--- config.mk ---
export PLATFORM = sky130hd
export DESIGN_NAME = nova_mm_arb_flat
export DESIGN_NICKNAME = d
export VERILOG_FILES = /design/src/rtl/nova_mm_arb_if.sv /design/src/rtl/nova_mm_arb.sv /design/src/flat_wrapper.sv
export SDC_FILE = /design/constraint.sdc
export NUM_CORES = 1
export LEC_CHECK = 0
export ABC_AREA = 1
export CORE_MARGIN = 5
export CORE_UTILIZATION = 45
export DETAILED_ROUTE_END_ITERATION = 10
export GPL_TIMING_DRIVEN = 0
export PLACE_DENSITY = 0.86
export SYNTH_ARGS = -nofsm -noshare
export SYNTH_HDL_FRONTEND = slang
export SYNTH_SLANG_ARGS = --single-unit
--- constraint.sdc ---
create_clock -name pclk -period 2.4 [get_ports pclk]
set_input_delay 0.6 -clock pclk [delete_from_list [all_inputs] [get_ports pclk]]
set_output_delay 0.6 -clock pclk [all_outputs]
set_load 0.05 [all_outputs]
--- src/rtl/nova_mm_arb_if.sv ---
// Bus bundle for nova_mm_arb: CPU and data-channel request ports plus the RAM port.
// The slave modport is the arbiter's view; master is the requester/RAM side.
interface nova_mm_arb_if;
  logic        cpu_req;
  logic        cpu_we;
  logic [0:15] cpu_adr;
  logic [0:15] cpu_din;
  logic        cpu_ack;
  logic [0:15] cpu_rdata;
  logic        dch_req;
  logic        dch_we;
  logic [0:15] dch_adr;
  logic [0:15] dch_din;
  logic        dch_ack;
  logic [0:15] dch_rdata;
  logic [0:15] mm_adr;
  logic        mm_we;
  logic [0:15] mm_din;
  logic [0:15] mm_dout;

  modport slave (
    input  cpu_req, cpu_we, cpu_adr, cpu_din,
    input  dch_req, dch_we, dch_adr, dch_din,
    input  mm_dout,
    output cpu_ack, cpu_rdata, dch_ack, dch_rdata,
    output mm_adr, mm_we, mm_din
  );

  modport master (
    output cpu_req, cpu_we, cpu_adr, cpu_din,
    output dch_req, dch_we, dch_adr, dch_din,
    output mm_dout,
    input  cpu_ack, cpu_rdata, dch_ack, dch_rdata,
    input  mm_adr, mm_we, mm_din
  );
endinterface

--- src/rtl/nova_mm_arb.sv ---
// Two-requester (CPU, data channel) arbiter for the main RAM port, IDLE->GNT->ACK per access.
// Define NOVA_MM_ARB_FAIR_EN to cap consecutive DCH grants at DCH_BURST while the CPU waits.
module nova_mm_arb #(
  parameter int DCH_BURST = 4
) (
  input logic          pclk,
  input logic          prst_n,
  nova_mm_arb_if.slave bus
);

  localparam logic [1:0] ST_IDLE = 2'd0;
  localparam logic [1:0] ST_GNT  = 2'd1;
  localparam logic [1:0] ST_ACK  = 2'd2;

  if ((DCH_BURST < 1) || (DCH_BURST > 15)) begin : g_bad_burst
    $error("nova_mm_arb: DCH_BURST must be 1..15");
  end

  logic [1:0]  state_r;
  logic        dch_sel_r;
  logic [0:15] mm_adr_r;
  logic [0:15] mm_din_r;
  logic        mm_we_r;
  logic        cpu_ack_r;
  logic        dch_ack_r;
  logic [0:15] cpu_rdata_r;
  logic [0:15] dch_rdata_r;

  logic        any_req_s;
  logic        pick_dch_s;
  logic        sel_we_s;
  logic [0:15] sel_adr_s;
  logic [0:15] sel_din_s;

`ifdef NOVA_MM_ARB_FAIR_EN
  localparam logic [3:0] BURST_LIM = 4'(DCH_BURST);
  logic [3:0] fair_cnt_r;
`endif

  // Winner selection and request mux for the IDLE sample
  always_comb begin
    any_req_s  = bus.cpu_req | bus.dch_req;
    pick_dch_s = 1'b0;
    if (bus.dch_req) begin
`ifdef NOVA_MM_ARB_FAIR_EN
      if (bus.cpu_req && (fair_cnt_r == BURST_LIM)) begin
        pick_dch_s = 1'b0;
      end else begin
        pick_dch_s = 1'b1;
      end
`else
      pick_dch_s = 1'b1;
`endif
    end else begin
      pick_dch_s = 1'b0;
    end
    if (pick_dch_s) begin
      sel_we_s  = bus.dch_we;
      sel_adr_s = bus.dch_adr;
      sel_din_s = bus.dch_din;
    end else begin
      sel_we_s  = bus.cpu_we;
      sel_adr_s = bus.cpu_adr;
      sel_din_s = bus.cpu_din;
    end
  end

  // Access sequencer; the RAM port registers double as the latched request
  always_ff @(posedge pclk or negedge prst_n) begin
    if (!prst_n) begin
      state_r     <= ST_IDLE;
      dch_sel_r   <= 1'b0;
      mm_adr_r    <= 16'h0000;
      mm_din_r    <= 16'h0000;
      mm_we_r     <= 1'b0;
      cpu_ack_r   <= 1'b0;
      dch_ack_r   <= 1'b0;
      cpu_rdata_r <= 16'h0000;
      dch_rdata_r <= 16'h0000;
    end else begin
      case (state_r)
        ST_IDLE: begin
          if (any_req_s) begin
            state_r   <= ST_GNT;
            dch_sel_r <= pick_dch_s;
            mm_adr_r  <= sel_adr_s;
            mm_din_r  <= sel_din_s;
            mm_we_r   <= sel_we_s;
          end
        end
        ST_GNT: begin
          if (!mm_we_r) begin
            if (dch_sel_r) begin
              dch_rdata_r <= bus.mm_dout;
            end else begin
              cpu_rdata_r <= bus.mm_dout;
            end
          end
          cpu_ack_r <= ~dch_sel_r;
          dch_ack_r <= dch_sel_r;
          mm_adr_r  <= 16'h0000;
          mm_din_r  <= 16'h0000;
          mm_we_r   <= 1'b0;
          state_r   <= ST_ACK;
        end
        ST_ACK: begin
          cpu_ack_r <= 1'b0;
          dch_ack_r <= 1'b0;
          state_r   <= ST_IDLE;
        end
        default: begin
          cpu_ack_r <= 1'b0;
          dch_ack_r <= 1'b0;
          mm_adr_r  <= 16'h0000;
          mm_din_r  <= 16'h0000;
          mm_we_r   <= 1'b0;
          state_r   <= ST_IDLE;
        end
      endcase
    end
  end

`ifdef NOVA_MM_ARB_FAIR_EN
  // Consecutive-DCH-grant counter; only meaningful while the CPU is waiting
  always_ff @(posedge pclk or negedge prst_n) begin
    if (!prst_n) begin
      fair_cnt_r <= 4'd0;
    end else if (state_r == ST_IDLE) begin
      if (!bus.cpu_req) begin
        fair_cnt_r <= 4'd0;
      end else if (pick_dch_s) begin
        fair_cnt_r <= fair_cnt_r + 4'd1;
      end else begin
        fair_cnt_r <= 4'd0;
      end
    end else begin
      fair_cnt_r <= fair_cnt_r;
    end
  end
`endif

  assign bus.mm_adr    = mm_adr_r;
  assign bus.mm_din    = mm_din_r;
  assign bus.mm_we     = mm_we_r;
  assign bus.cpu_ack   = cpu_ack_r;
  assign bus.dch_ack   = dch_ack_r;
  assign bus.cpu_rdata = cpu_rdata_r;
  assign bus.dch_rdata = dch_rdata_r;

endmodule

--- src/flat_wrapper.sv ---
// flat-port wrapper written by rule: the top's interface ports become plain ports
module nova_mm_arb_flat 
#(
  parameter int DCH_BURST = 4
)
  (pclk, prst_n, bus_cpu_req, bus_cpu_we, bus_cpu_adr, bus_cpu_din, bus_dch_req, bus_dch_we, bus_dch_adr, bus_dch_din, bus_mm_dout, bus_cpu_ack, bus_cpu_rdata, bus_dch_ack, bus_dch_rdata, bus_mm_adr, bus_mm_we, bus_mm_din);
  nova_mm_arb_if bus_i ();
  input logic pclk;
  input logic prst_n;
  input wire logic [$bits(bus_i.cpu_req)-1:0] bus_cpu_req;
  input wire logic [$bits(bus_i.cpu_we)-1:0] bus_cpu_we;
  input wire logic [$bits(bus_i.cpu_adr)-1:0] bus_cpu_adr;
  input wire logic [$bits(bus_i.cpu_din)-1:0] bus_cpu_din;
  input wire logic [$bits(bus_i.dch_req)-1:0] bus_dch_req;
  input wire logic [$bits(bus_i.dch_we)-1:0] bus_dch_we;
  input wire logic [$bits(bus_i.dch_adr)-1:0] bus_dch_adr;
  input wire logic [$bits(bus_i.dch_din)-1:0] bus_dch_din;
  input wire logic [$bits(bus_i.mm_dout)-1:0] bus_mm_dout;
  output wire logic [$bits(bus_i.cpu_ack)-1:0] bus_cpu_ack;
  output wire logic [$bits(bus_i.cpu_rdata)-1:0] bus_cpu_rdata;
  output wire logic [$bits(bus_i.dch_ack)-1:0] bus_dch_ack;
  output wire logic [$bits(bus_i.dch_rdata)-1:0] bus_dch_rdata;
  output wire logic [$bits(bus_i.mm_adr)-1:0] bus_mm_adr;
  output wire logic [$bits(bus_i.mm_we)-1:0] bus_mm_we;
  output wire logic [$bits(bus_i.mm_din)-1:0] bus_mm_din;
  assign bus_i.cpu_req = bus_cpu_req;
  assign bus_i.cpu_we = bus_cpu_we;
  assign bus_i.cpu_adr = bus_cpu_adr;
  assign bus_i.cpu_din = bus_cpu_din;
  assign bus_i.dch_req = bus_dch_req;
  assign bus_i.dch_we = bus_dch_we;
  assign bus_i.dch_adr = bus_dch_adr;
  assign bus_i.dch_din = bus_dch_din;
  assign bus_i.mm_dout = bus_mm_dout;
  assign bus_cpu_ack = bus_i.cpu_ack;
  assign bus_cpu_rdata = bus_i.cpu_rdata;
  assign bus_dch_ack = bus_i.dch_ack;
  assign bus_dch_rdata = bus_i.dch_rdata;
  assign bus_mm_adr = bus_i.mm_adr;
  assign bus_mm_we = bus_i.mm_we;
  assign bus_mm_din = bus_i.mm_din;
  nova_mm_arb #(.DCH_BURST(DCH_BURST)) u_core (.pclk(pclk), .prst_n(prst_n), .bus(bus_i));
endmodule
==> metrics.txt <==
DRT Pass-1 Iters=5; hpwl dp=7360 µm; RSZ-0062 raised after global routing=false; average cell area after synthesis=7.60 µm²; core area=7210 µm²; Yosys cell types=19; #FFs+latches synth=70; Critical Path Source Type=flip-flop; area grow syn2layout=55.4%; DR WL/cell=14.1 µm; Worst-path clk slew=0.08 ns; Hold Worst Slack=0.367 ns; status=completed; Setup TNS=0 ns; Post-CTS Setup Bufs=0; Tmin final=2.26 ns; die footprint=9160 µm²; sequential share of power=27.2%; Setup CP Type=reg -> out; r2r setup slk=1.00 ns; starting DRC count in detailed routing=180; FP Rows=31; count of pins over their slew limit=0; synthesized cell area=3310 µm²; CTS tree=yes; fmax=442 MHz; yosys warns=0; Hold Vio Cnt, Final=0; CP required=1.80 ns; final setup fails=0; Tcrit/Tclk final=94.2%; Avg Vias per Cell=4.91; Final Skew=0.00679 ns; Num CTS Buffers=9; Max VDD drop=0.000743 V; Finished Layout Cells=701; most frequent cells in the layout=nand2_1, clkdlybuf4s50_1, dfrtp_1; CTS root buffer=clkbuf_8; Slew headroom=42.3%; diode count=0; largest net degree at the start of global routing=71; final setup margin=0.140 ns; # DRC=0; layout cell share with drive strength beyond 1=7.97%; first-pass GRT wire length=15700 µm; Cells after DPL=685; RD Place Congestion=0.849; hold crit path type=in -> async; crit-path max FO=4; P per Cell Area=1460 nW/µm²; Worst-Skew Late Latency=0.34 ns; cell count after synthesis=435; I/O pin cnt=153; dpl ws=0.526 ns; total gr overflow=0; crit path DAT=1.66 ns; Total Wirelength=9900 µm; crit-path cells=clkdlybuf4s50_1; CP top delay family=buffers and inverters; Die Span Y=95.7 µm; sw power=3.85 mW; vias in the first global route=3336; Tot GR Track Use=22.3%; Final Cell Area=5140 µm²; sw frac=51.5%; # port buffers=151; post-synth top area share=53.0%; placed instance area=4940 µm²; CTS sink cnt=70; Seq/Total Area, Yosys=53.0%; maxcap violations=0; cell leakage power=2.62 nW; Initial Util=45.8%; Logic pwr share=60.3%; Synth area leader=dfrtp_1; Crit path buffers/inverters=1; antenna violations before repair=0; cts hold-fix bufs=0; CP max stage delay=0.86 ns; ANT nets after route=0; Tightest Pin Transition=0.865 ns; CP Launch Point=u_core.bus.mm_we$_DFFE_PN0P_; Final #Nets=683; commonest non-fill, non-tap cell in the layout=nand2_1; Pint=3.63 mW; CTS resizes=0; Syn Nets=521; total number of vias=3439; Critical Path Slowest Stage Cell=clkdlybuf4s50_1; Max clock buf depth=2; Area contributors post-synth=dfrtp_1, nand2_1, nand3_1; RR Startpoint=u_core.bus.mm_we$_DFFE_PN0P_; CP endpoint kind=output pin; clock share of power=12.6%; H-tree depth=3; Die X=95.7 µm
## final cells by class
type,instances,area (µm²)
fill,570,2080
sequential,70,1750
buffer,26,136
clock buffer,10,138
tap,99,124
multi-input combinational,322,1350
inverter,17,63.8
timing repair buffer,151,1510
clock inverter,6,61.3
## through the flow
step	util, %	total power [mW]
2_1_floorplan	-	4.95
3_3_place_gp	68.5	6.46
3_5_place_dp	68.5	6.57
4_1_cts	71.2	7.54
5_1_grt	71.2	7.91
6_report	71.2	7.48
## kinds of logic (layout without fill, tap and decap cells)
kind of cell | count (synthesis) | in the layout | synth area share [%]
flip-flops | 70 | 70 | 53.0
AND/OR/NAND/NOR | 320 | 320 | 40.5
AO/OA/AOI/OAI | 2 | 2 | 0.416
buffers and inverters | 43 | 210 | 6.06
## per-layer routing
metal / GRT usage, % / vias to the layer above / wire length (µm)
met3: 5.16 / 15 / 829
met5: 0 / - / 0
li1: - / 1690 / -
met1: 27.3 / 1586 / 3960
met4: 9.60 / 0 / 159
met2: 37.6 / 148 / 4950
## Yosys cell counts
| cell type | n |
|---|---|
| nand2_1 | 226 |
| dfrtp_1 | 70 |
| nand3_1 | 49 |
| nor2_1 | 23 |
| buf_2 | 16 |
| nand4_1 | 16 |
| inv_1 | 12 |
| clkbuf_1 | 6 |
| inv_2 | 5 |
| buf_6 | 2 |
| nor2_2 | 2 |
| buf_1 | 1 |
| buf_4 | 1 |
| nand2_2 | 1 |
| nand3_2 | 1 |
| nor2_4 | 1 |
| nor2_8 | 1 |
| o21ai_0 | 1 |
| o21ai_2 | 1 |
## power groups by stage
stage                     Sequential, mW  Combinational (mW)  Clock (mW)
after floorplan                     3.78                1.17           0
after global placement              2.03                4.44           0
after detailed placement            2.05                4.52           0
after CTS                           2.03                4.54       0.963
after global routing                2.10                4.80        1.02
final                               2.03                4.51       0.942
## worst paths after layout
| check | to | depth (start not counted) |
|---|---|---|
| worst max-delay path | bus_mm_we | 1 |
| worst min-delay path | u_core.bus.dch_rdata[14]$_DFFE_PN0P_ | 1 |
| worst max register to register | u_core.bus.cpu_rdata[2]$_DFFE_PN0P_ | 5 |
| worst min register to register | u_core.bus.dch_rdata[9]$_DFFE_PN0P_ | 2 |
| max in group asynchronous | u_core.bus.mm_din[13]$_DFFE_PN0P_ | 1 |
| min in group pclk | u_core.bus.dch_rdata[9]$_DFFE_PN0P_ | 2 |
## registers in the layout, summed over array words and instances (netlist names)
signal                flops
u_core.bus.cpu_ack        1
u_core.bus.mm_adr        16
u_core.bus.mm_we          1
u_core.bus.mm_din        16
u_core.bus.dch_rdata     16
u_core.bus.dch_ack        1
u_core.state_r            2
u_core.bus.cpu_rdata     16
u_core.dch_sel_r          1
No activity file was read; power rests on OpenSTA's default activity.
